**src/rtl/muldiv_hilo_ctrl.sv**
```systemverilog
// muldiv_hilo_ctrl: issue/sequencing control for a multi-cycle multiply/divide
// unit that writes the HI/LO register pair, plus the pipeline stall it implies.
// The FSM walks IDLE -> RUN (counted) -> WRITE (one cycle) -> IDLE.
// A divide by zero skips RUN and goes straight to WRITE with HI/LO writes suppressed.
// Optional feature: define HILO_FORWARD_EN to let mfhi/mflo in the WRITE cycle
// take the new result through the Fwd_Sel forwarding path instead of stalling.
module muldiv_hilo_ctrl #(
  parameter int MULT_CYCLES = 4,
  parameter int DIV_CYCLES  = 32
) (
  input  logic       Clk,
  input  logic       Rst,
  input  logic       Start,
  input  logic       IsDiv,
  input  logic       DivByZero,
  input  logic       HiLoRead,
  input  logic       LoadUse,
  output logic       HiLo_En,
  output logic       PC_En,
  output logic       IFID_En,
  output logic       IDEX_Flush,
  output logic       Busy,
  output logic       Done,
  output logic       DivZero,
  output logic [5:0] Cnt
`ifdef HILO_FORWARD_EN
  ,
  output logic       Fwd_Sel
`endif
);

  localparam logic [1:0] S_IDLE  = 2'd0;
  localparam logic [1:0] S_RUN   = 2'd1;
  localparam logic [1:0] S_WRITE = 2'd2;

  localparam logic [5:0] MULT_LOAD = 6'(MULT_CYCLES - 1);
  localparam logic [5:0] DIV_LOAD  = 6'(DIV_CYCLES - 1);

  logic [1:0] r_state;
  logic [5:0] r_cnt;
  logic       r_dz;

  logic w_accept;
  logic w_pending;
  logic w_stall;

  // An operation is accepted only from IDLE, and a load-use hazard wins over Start.
  assign w_accept = (r_state == S_IDLE) && Start && !LoadUse;

  // HI/LO is still "in flight" for readers; forwarding lets WRITE-cycle reads proceed.
`ifdef HILO_FORWARD_EN
  assign w_pending = (r_state == S_RUN);
  assign Fwd_Sel   = (r_state == S_WRITE);
`else
  assign w_pending = (r_state != S_IDLE);
`endif

  // Combinational stall: the only outputs that depend directly on inputs.
  assign w_stall    = LoadUse | (HiLoRead & w_pending) | (Start & (r_state != S_IDLE));
  assign PC_En      = ~w_stall;
  assign IFID_En    = ~w_stall;
  assign IDEX_Flush = w_stall;

  // Moore outputs decoded from state and the latched divide-by-zero flag.
  assign Busy    = (r_state != S_IDLE);
  assign Done    = (r_state == S_WRITE);
  assign HiLo_En = (r_state == S_WRITE) && !r_dz;
  assign DivZero = (r_state == S_WRITE) && r_dz;
  assign Cnt     = r_cnt;

  // FSM, RUN countdown and divide-by-zero flag; reset aborts any operation.
  always_ff @(posedge Clk) begin
    if (Rst) begin
      r_state <= S_IDLE;
      r_cnt   <= 6'd0;
      r_dz    <= 1'b0;
    end else begin
      case (r_state)
        S_IDLE: begin
          if (w_accept) begin
            if (IsDiv && DivByZero) begin
              r_state <= S_WRITE;
              r_cnt   <= 6'd0;
              r_dz    <= 1'b1;
            end else begin
              r_state <= S_RUN;
              r_cnt   <= IsDiv ? DIV_LOAD : MULT_LOAD;
              r_dz    <= 1'b0;
            end
          end
        end
        S_RUN: begin
          // Hold at zero on the last RUN cycle rather than wrapping.
          if (r_cnt == 6'd0) begin
            r_state <= S_WRITE;
          end else begin
            r_cnt <= r_cnt - 6'd1;
          end
        end
        S_WRITE: begin
          r_state <= S_IDLE;
          r_dz    <= 1'b0;
        end
        default: begin
          r_state <= S_IDLE;
          r_cnt   <= 6'd0;
          r_dz    <= 1'b0;
        end
      endcase
    end
  end

endmodule

```
**config.mk**
```make
export PLATFORM = sky130hd
export DESIGN_NAME = muldiv_hilo_ctrl
export DESIGN_NICKNAME = d
export VERILOG_FILES = /design/src/rtl/muldiv_hilo_ctrl.sv
export SDC_FILE = /design/constraint.sdc
export NUM_CORES = 1
export LEC_CHECK = 0
export CORE_AREA = 4 4 41 43
export CTS_BUF_LIST = sky130_fd_sc_hd__clkbuf_4 sky130_fd_sc_hd__clkbuf_8
export DETAILED_ROUTE_END_ITERATION = 10
export DIE_AREA = 0 0 45 47
export DONT_BUFFER_PORTS = 1
export PLACE_DENSITY = 0.6
export SETUP_SLACK_MARGIN = 0.05
export SKIP_LAST_GASP = 1
export SLEW_MARGIN = 10
export SYNTH_ARGS = -nofsm -noshare
export SYNTH_HDL_FRONTEND = slang
export SYNTH_SLANG_ARGS = --single-unit
```
**constraint.sdc**
```tcl
create_clock -name Clk -period 1.56 [get_ports Clk]
set_input_delay 0.156 -clock Clk [delete_from_list [all_inputs] [get_ports Clk]]
set_output_delay 0.156 -clock Clk [all_outputs]
set_load 0.02 [all_outputs]
```
* Word level (Yosys, flattened, before mapping)
Cells that the tools add are included.
** Storage, ports and cells
- Word-level logic and storage cells :: 41
- Input port bits :: 7
- Bits in registers :: 9
** Operators by class
- Eq/ne operators :: 5
- Add/sub/neg operators :: 1
- Multiplexer cells :: 12
- Bitwise gates (word level) :: 7
- Reductions and logical operators :: 13
** Operators with widths (count)
- $pmux W6 S3 :: 1
- $mux W6 :: 2
- $mux W5 :: 2
- $logic_not A6 Y1 :: 1
- $mux W2 :: 3
- $ne A2 B2 Y1 const B :: 3
- $sub A6 B1 Y6 const B :: 1
- $logic_and A1 B1 Y1 :: 5
- $pmux W2 S2 :: 1
- $reduce_and A2 Y1 :: 2
- $not A1 Y1 :: 3
- $reduce_and A3 Y1 :: 1
- $and A1 B1 Y1 :: 2
- $eq A2 B1 Y1 const B :: 1
- $eq A2 B2 Y1 const B :: 1
- $logic_not A1 Y1 :: 2
- $logic_not A2 Y1 :: 1
- $mux W1 :: 2
- $or A1 B1 Y1 :: 2
- $pmux W1 S2 :: 1
- $reduce_bool A2 Y1 :: 1

* Depth between registers and ports, before layout
Gate-level depths: netlist (run 1).
- Depth in word-level cells :: 5
- Mapped depth :: 6
- Depth with buffers taken out :: 6

* Least setup slack after synthesis (run 1)
Ideal clock, no wire load.
- Path type :: reg-to-output
- Start point :: register r_state[1]
- End point :: output PC_En
- Required time :: 1.404 ns
- Path slack :: -0.154 ns
- Stages on the path, launching flop included :: 6
- Arrival :: 1.558 ns
- Cells stage by stage :: dfxtp_1 -> buf_4 -> nor2_1 -> o21ai_0 -> inv_1 -> buf_4
** On the way
- Cells in the longest elaborated chain, start to end :: 5
- Elaborated cells between the ends (all ways) :: 6
- Classes of those cells :: 5 x bitwise; 1 x reduce/logical
** Ends and longest elaborated chain
- start, declared :: line 39 : logic [1:0] r_state;
- start signal, assigned :: line 74 : r_state <= S_IDLE;
- start signal, assigned :: line 82 : r_state <= S_WRITE;
- start signal, assigned :: line 86 : r_state <= S_RUN;
- $reduce_bool A2 Y1 (*) :: line 55, 59
- $and A1 B1 Y1 :: line 59 : assign w_stall = LoadUse | (HiLoRead & w_pending) | (Start & (r_state != S_IDLE));
- $or A1 B1 Y1 :: line 59
- $or A1 B1 Y1 (*) :: line 59
- via IDEX_Flush :: line 21 : output logic IDEX_Flush,
- $not A1 Y1 (*)
- end, declared :: line 19 : output logic PC_En,
Mark *: on every way through the listed nets, which the timed path passes. The rest lies on a longest branch.

* Worst setup path after layout (run 1)
- Start point :: register r_cnt[1], in the netlist Cnt[1]
- End point :: register r_cnt[5], in the netlist Cnt[5]
** On the way
- Cells in the longest elaborated chain, start to end :: 3
- Elaborated cells between the ends (all ways) :: 6
- Classes of those cells :: 1 x add/sub; 1 x eq/ne; 2 x mux; 2 x reduce/logical
** Ends and longest elaborated chain
- start, declared :: line 40 : logic [5:0] r_cnt;
- start signal, assigned :: line 87 : r_cnt <= IsDiv ? DIV_LOAD : MULT_LOAD;
- start signal, assigned :: line 97 : r_cnt <= r_cnt - 6'd1;
- $sub A6 B1 Y6 / $logic_not A6 Y1 (equally long branches) :: line 97, 94
- $mux W6 / $ne A2 B2 Y1 (equally long branches)
- $pmux W6 S3 / $reduce_and A3 Y1 (equally long branches)
Several ways; a longest one is shown, not always the timed one. The select of a mux whose other input is x is not followed.
A chain may end at the register's enable or synchronous reset.

==> summary.md, run 1 <==
| Metric | Value |
|---|---|
| First-pass GRT wire length | 2.63 mm |
| Post-layout min period | 1.45 ns |
| Vias per inst | 5.83 |
| CTS Buffer Depth | 2 |
| Dpl cells | 100 |
| DR vias | 630 |
| Vias in the first global route | 588 |
| Synth async-reset ratio | 0% |
| Setup tns final | 0 ns |
| Status | finished clean |
| Clk_lat worst skew | 0.27 ns |
| F_max | 687 MHz |
| Critical path launch point | Cnt[1]$_SDFFE_PP0P_ |
| HP Class | in2reg |
| Netlist Area Pre-Place | 626 sq um |
| Critical path startpoint category | register |
| Pwr Density | 919 nW/um^2 |
| Slew headroom | 76.2% |
| Boundary pin count | 20 |
| Cells after Synth | 75 |
| TritonCTS buffer count | 3 |
| Initial antenna violation count | 0 |
| Ratio of cells with drive above 1 in the final layout | 39.8% |
| CORE AREA | 1300 sq um |
| RR Startpoint | Cnt[1]$_SDFFE_PP0P_ |
| Clock skew | 0.00166 ns |
| Main synth FF type | dfxtp_1 |
| Initial core utilization | 48.1% |
| Die Ht | 47 um |
| Full die area | 2120 sq um |
| GRT overflow | 0 |
| Min-delay src | IsDiv |
| Post-route insts no fill | 108 |
| Place WS | 0.0633 ns |
| Endpoints failing setup | 0 |
| Crit path DAT | 1.61 ns |
| Most area-hungry cell type in the Yosys netlist | dfxtp_1 |
| GR Util All Layers | 17.6% |
| Count of final hold-check violations | 0 |
| P&R area growth vs syn | 33.2% |
| Std-Cell Rows | 13 |
| Synth top area share | 28.8% |
| Sequential element share of the synthesized area | 28.8% |
| Crit path required time | 1.72 ns |
| Max FO, Critical Path | 6 |
| Syn_nets | 84 |
| GP Congestion | 0.880 |
| Max-cap violations | 0 |
| Yosys reg bits | 9 |
| Largest net degree at the start of global routing | 12 |
| Final worst slack | 0.105 ns |
| Actual slew at the worst max-slew pin | 0.354 ns |
| Drt first pass iters | 4 |
| Final instance area | 833 sq um |
| Root buf cell | clkbuf_4 |
| Detailed Route Iter0 Violations | 14 |
| Synthesized area per cell | 8.34 sq um |
| WS Path Type | reg2reg |
| DPL Wire Length | 1.15 mm |
| TritonCTS clock tree | built |
| RSZ-0062 raised after global routing | false |
| Clock Sink Count | 9 |
| Placed Area | 722 sq um |
| H-tree Lvls | 1 |
| Synth Warn # | 0 |
| ANT cells | 0 |
| CTS clk-pin slew, worst paths | 0.06 ns |
| Die Width | 45 um |
| Fin util | 64.0% |
| IO buf count | 0 |
| FILL cells | 116 |
| Leakage | 0.333 nW |
| Post-synth EDFFs | 0 |
| WL final | 1.67 mm |
| CP Capture Type | register |
| VDD IR max | 0.000512 V |
| Wirelength per Cell | 15.5 um |
| Final Cycle Share | 93.2% |
| Top cells by area, synth | dfxtp_1 29%, a21oi_1 5.6%, nor2_1 4.2%, a211oi_2 4.0%, ha_1 4.0% |
| Count of cell types in the netlist | 34 |
| Final layout net count | 103 |
| Slew Limit Fails | 0 |
| Post-route ant nets | 0 |
| DR DRC count | 0 |
==> worst max-delay path, cell delays in order, from the launching register on <==
cell and delay [ns]:
dfxtp_2 0.32, inv_1 0.11, ha_4 0.17, nand4bb_4 0.13, o22ai_4 0.28, buf_4 0.18
nor4_4 0.04, mux2i_1 0.11
==> path summary, 6_finish.rpt <==
kind / endpoint / slack (ns) / cells past startpoint
worst max-delay path: Cnt[5]$_SDFFE_PP0P_ / 0.11 / 7
worst min-delay path: r_state[1]$_SDFFE_PP0P_ / 0.07 / 2
worst max register to register: Cnt[5]$_SDFFE_PP0P_ / 0.11 / 7
worst min register to register: r_dz$_SDFFE_PP0P_ / 0.52 / 2
==> per-stage QoR <==
step           hold WS [ns]  total power (W)
2_1_floorplan         0.315         0.000445
3_3_place_gp          0.215         0.000507
3_5_place_dp          0.217         0.000508
4_1_cts             -0.0608         0.000716
5_1_grt              0.0850         0.000808
6_report             0.0704         0.000766
==> cell type report <==
cell class	count	area, sq um	share of cell area [%]
Timing Repair Buffer	18	138	16.5
Sequential cell	9	185	22.2
Tap cell	15	18.8	2.25
Inverter	6	22.5	2.70
Multi-Input combinational cell	56	439	52.7
Clock buffer	4	30.0	3.60
==> registers in the layout (all words and copies together) (netlist names) <==
signal / count
Cnt: 6
r_state: 2
r_dz: 1
==> cell families (layout without fill, tap and decap cells) <==
family | after synthesis | in the layout | synth area share (%)
multiplexers | 1 | 1 | 1.60
AND/OR/NAND/NOR | 29 | 29 | 30.0
XOR/XNOR | 1 | 1 | 1.40
adder cells (fa/ha/maj) | 2 | 2 | 4.00
flip-flops | 9 | 9 | 28.8
AO/OA/AOI/OAI | 23 | 23 | 25.8
buffers and inverters | 10 | 28 | 8.40
==> synth_stat cells, types with 3 or more instances <==
library cell  instances
a21oi_1               7
nor2_1                7
nor2b_1               3
o21ai_0               5
dfxtp_1               9
nand3_1               3
inv_1                 6
==> what timing repair did <==
item | in CTS | in global routing
gates cloned | 0 | 0
setup endpoints to repair | 5 | 10
gates resized for setup | 0 | 8
buffers inserted | 0 | 3
pin swaps | 0 | 1
hold endpoints to repair | 8 | 8
==> power breakdown <==
| group | switching [W] | leakage, nW | internal [W] | total, W |
|---|---|---|---|---|
| registers | 0.0000170 | 0.0751 | 0.000250 | 0.000267 |
| clock network | 0.0000904 | 0.0184 | 0.000116 | 0.000207 |
| logic | 0.000162 | 0.239 | 0.000130 | 0.000292 |
| total | 0.000269 | 0.333 | 0.000496 | 0.000766 |
==> placed cells by master, fill, tap and decap left out, types with 2 or more instances in the layout <==
master and n:
a211oi_1 2, a211oi_2 2, a21oi_1 7, a31oi_1 2
buf_4 17, clkbuf_4 4, dfxtp_1 5, dfxtp_2 4
inv_1 6, nand2b_1 2, nand3_1 3, nor2_1 7
nor2b_1 2, nor3_1 2, o21ai_0 4, o21ai_1 3
==> metal layers <==
| layer | GRT usage (%) | up-vias | part of all wire (%) |
|---|---|---|---|
| li1 | - | 307 | - |
| met1 | 21.5 | 291 | 44 |
| met2 | 27.7 | 28 | 48 |
| met3 | 4.98 | 4 | 7.2 |
| met4 | 9.94 | 0 | 1.3 |
| met5 | 0 | - | 0 |
Note: power is estimated with default switching activity, not from simulation.
==> run 2: changes to the inputs <==
--- a/config.mk
+++ b/config.mk
@@ -13,5 +13,4 @@
 export PLACE_DENSITY = 0.6
 export SETUP_SLACK_MARGIN = 0.05
-export SKIP_LAST_GASP = 1
 export SLEW_MARGIN = 10
 export SYNTH_ARGS = -nofsm -noshare
==> constraint.sdc (replaced) <==
create_clock -name Clk -period 1.56 [get_ports Clk]
set_input_delay 0.234 -clock Clk [delete_from_list [all_inputs] [get_ports Clk]]
set_output_delay 0.234 -clock Clk [all_outputs]
set_load 0.02 [all_outputs]
==> summary.md, run 2 (synthesis results as in run 1) <==
| Metric | Value |
|---|---|
| Status | finished clean (unchanged) |
| TritonCTS clock tree | built (unchanged) |
| Pwr Density | 913 nW/um^2 (was 919 nW/um^2) |
| Initial core utilization | 48.1% (unchanged) |
| Die Width | 45 um (unchanged) |
| Vias in the first global route | 574 (was 588) |
| Met2 Track Usage GR | 25.7% (was 27.7%) |
| Initial antenna violation count | 0 (unchanged) |
| Final Cycle Share | 90.6% (was 93.2%) |
| Multi-input gate area | 435 sq um (was 439 sq um) |
| DR vias | 595 (was 630) |
| Root buf cell | clkbuf_4 (unchanged) |
| Vias per inst | 5.67 (was 5.83) |
| Clk_lat worst skew | 0.26 ns (was 0.27 ns) |
| Worst reg2reg endpoint | Cnt[3]$_SDFFE_PP0P_ (was Cnt[5]$_SDFFE_PP0P_) |
| Leakage | 0.324 nW (was 0.333 nW) |
| CTS clk-pin slew, worst paths | 0.06 ns (about the same) |
| Max-cap violations | 0 (unchanged) |
| TritonCTS buffer count | 3 (unchanged) |
| P&R area growth vs syn | 29.0% (was 33.2%) |
| IO buf count | 0 (unchanged) |
| Actual slew at the worst max-slew pin | 0.340 ns (was 0.354 ns) |
| GP Congestion | 0.794 (was 0.880) |
| CTS Buffer Depth | 2 (unchanged) |
| Boundary pin count | 20 (unchanged) |
| HP Class | in2reg (unchanged) |
| Sw Ratio | 34.0% (was 35.2%) |
| First-pass GRT wire length | 2.49 mm (was 2.63 mm) |
| Post-route ant nets | 0 (unchanged) |
| RSZ-0062 raised after global routing | false (unchanged) |
| Clock Sink Count | 9 (unchanged) |
| Slew headroom | 77.1% (was 76.2%) |
| Critical path startpoint category | register (unchanged) |
| Slew Limit Fails | 0 (unchanged) |
| Register Area | 188 sq um (was 185 sq um) |
| Crit path DAT | 1.56 ns (was 1.61 ns) |
| DR DRC count | 0 (unchanged) |
| Worst Hold Path EP | Cnt[0]$_SDFFE_PP0P_ (was r_state[1]$_SDFFE_PP0P_) |
| GRT busiest layer | met2 (unchanged) |
| Post-layout min period | 1.41 ns (was 1.45 ns) |
| Crit path required time | 1.70 ns (was 1.72 ns) |
| Comb power frac | 37.3% (was 38.2%) |
| Clock skew | 0.00693 ns (was 0.00166 ns) |
| Hold Path Depth | 1 (was 2) |
| Pwr Total | 0.000737 W (was 0.000766 W) |
| Die Ht | 47 um (unchanged) |
| CORE AREA | 1300 sq um (unchanged) |
| Most common cell after layout, fill and taps aside | buf_4 (unchanged) |
| ANT cells | 0 (unchanged) |
| Final worst slack | 0.146 ns (was 0.105 ns) |
| Clock Power Share | 26.7% (was 27.0%) |
| DPL Wire Length | 1.09 mm (was 1.15 mm) |
| Place WS | 0.0361 ns (was 0.0633 ns) |
| Endpoints failing setup | 0 (unchanged) |
| Drt first pass iters | 4 (unchanged) |
| Final layout net count | 100 (was 103) |
| Internal cell power | 0.000486 W (was 0.000496 W) |
| Net Switching | 0.000251 W (was 0.000269 W) |
| GRT overflow | 0 (unchanged) |
| Share of total power in sequential cells | 35.9% (was 34.8%) |
| Min-delay src | Rst (was IsDiv) |
| H-tree Lvls | 1 (unchanged) |
| Count of final hold-check violations | 0 (unchanged) |
| WL final | 1.54 mm (was 1.67 mm) |
| M1 GR Usage | 19.4% (was 21.5%) |
| Wirelength per Cell | 14.6 um (was 15.5 um) |
| Std-Cell Rows | 13 (unchanged) |
| Detailed Route Iter0 Violations | 33 (was 14) |
| Full die area | 2120 sq um (unchanged) |
| Worst reg2reg path depth | 6 (was 7) |
| Max reg flops | 6 (unchanged) |
| Met3 Use GR | 6.51% (was 4.98%) |
| FILL cells | 107 (was 116) |
| GR Util All Layers | 16.4% (was 17.6%) |
| Ratio of cells with drive above 1 in the final layout | 38.9% (was 39.8%) |
| Max FO, Critical Path | 8 (was 6) |
| Setup tns final | 0 ns (unchanged) |
| Reg2Reg Setup Slack | 0.15 ns (was 0.11 ns) |
| VDD IR max | 0.000659 V (was 0.000512 V) |
| RR Startpoint | Cnt[0]$_SDFFE_PP0P_ (was Cnt[1]$_SDFFE_PP0P_) |
| Most frequent cells in the layout | 15 x buf_4, 7 x nor2_1, 7 x a21oi_1 (was 17 x buf_4, 7 x nor2_1, 7 x a21oi_1) |
| CP Capture Type | register (unchanged) |
| WS Path Type | reg2reg (unchanged) |
| Largest net degree at the start of global routing | 12 (unchanged) |
| F_max | 707 MHz (was 687 MHz) |
| Fin util | 62.0% (was 64.0%) |
-- run 2: final cells by class --
class	count	area share (%)
Clock buffer	4	3.72
Sequential cell	9	23.3
Multi-Input combinational cell	56	54.0
Tap cell	15	2.33
Inverter	6	2.79
Timing Repair Buffer	15	14.0
-- run 2: power groups by stage --
stage                     Sequential, W  Combinational (W)  Clock, W
after detailed placement       0.000269           0.000237         0
after global routing           0.000267           0.000298  0.000211
final                          0.000265           0.000275  0.000197
after global placement         0.000268           0.000236         0
after CTS                      0.000264           0.000240  0.000204
after floorplan                0.000288           0.000157         0
-- run 2: routing by layer --
metal	vias to the layer above	share of wire (%)	wire (um)
met5	-	0	0
met4	0	1.3	20
met3	4	9.0	138
met2	25	46	706
met1	261	44	673
li1	305	-	-
-- run 2: repair_timing --
action,in CTS,in global routing
pin swaps,0,2
gates resized for setup,1,7
hold buffers,0,0
endpoints found under the hold margin,0,0
endpoints found under the setup margin,6,10
cloned,0,0
buffers inserted,0,2
-- run 2: how the worst max path moves through the flow --
stage               cells after the start               startpoint  slack, ns                   to
floorplan                               5  r_state[1]$_SDFFE_PP0P_       0.01                PC_En
global placement                        4  r_state[1]$_SDFFE_PP0P_       0.11  Cnt[5]$_SDFFE_PP0P_
detailed placement                      4  r_state[1]$_SDFFE_PP0P_       0.04  Cnt[5]$_SDFFE_PP0P_
CTS                                     6      Cnt[0]$_SDFFE_PP0P_       0.07  Cnt[5]$_SDFFE_PP0P_
global route                            4  r_state[1]$_SDFFE_PP0P_       0.06              IFID_En
finish                                  6      Cnt[0]$_SDFFE_PP0P_       0.15  Cnt[3]$_SDFFE_PP0P_
-- run 2: through the flow --
stage,hold slack [ns],area [sq um],cells
6_report,0.0189,807,105
5_1_grt,0.0135,807,105
4_1_cts,0.0145,746,103
3_5_place_dp,0.295,714,99
3_3_place_gp,0.293,714,99
2_1_floorplan,0.393,628,75
-- run 2: worst max-delay path, cell delays in order, from the launching register on --
cell and delay, ns:
dfxtp_2 0.32, inv_1 0.11, ha_4 0.18, nand4bb_4 0.13, o22ai_4 0.31, buf_4 0.17, o41ai_2 0.06
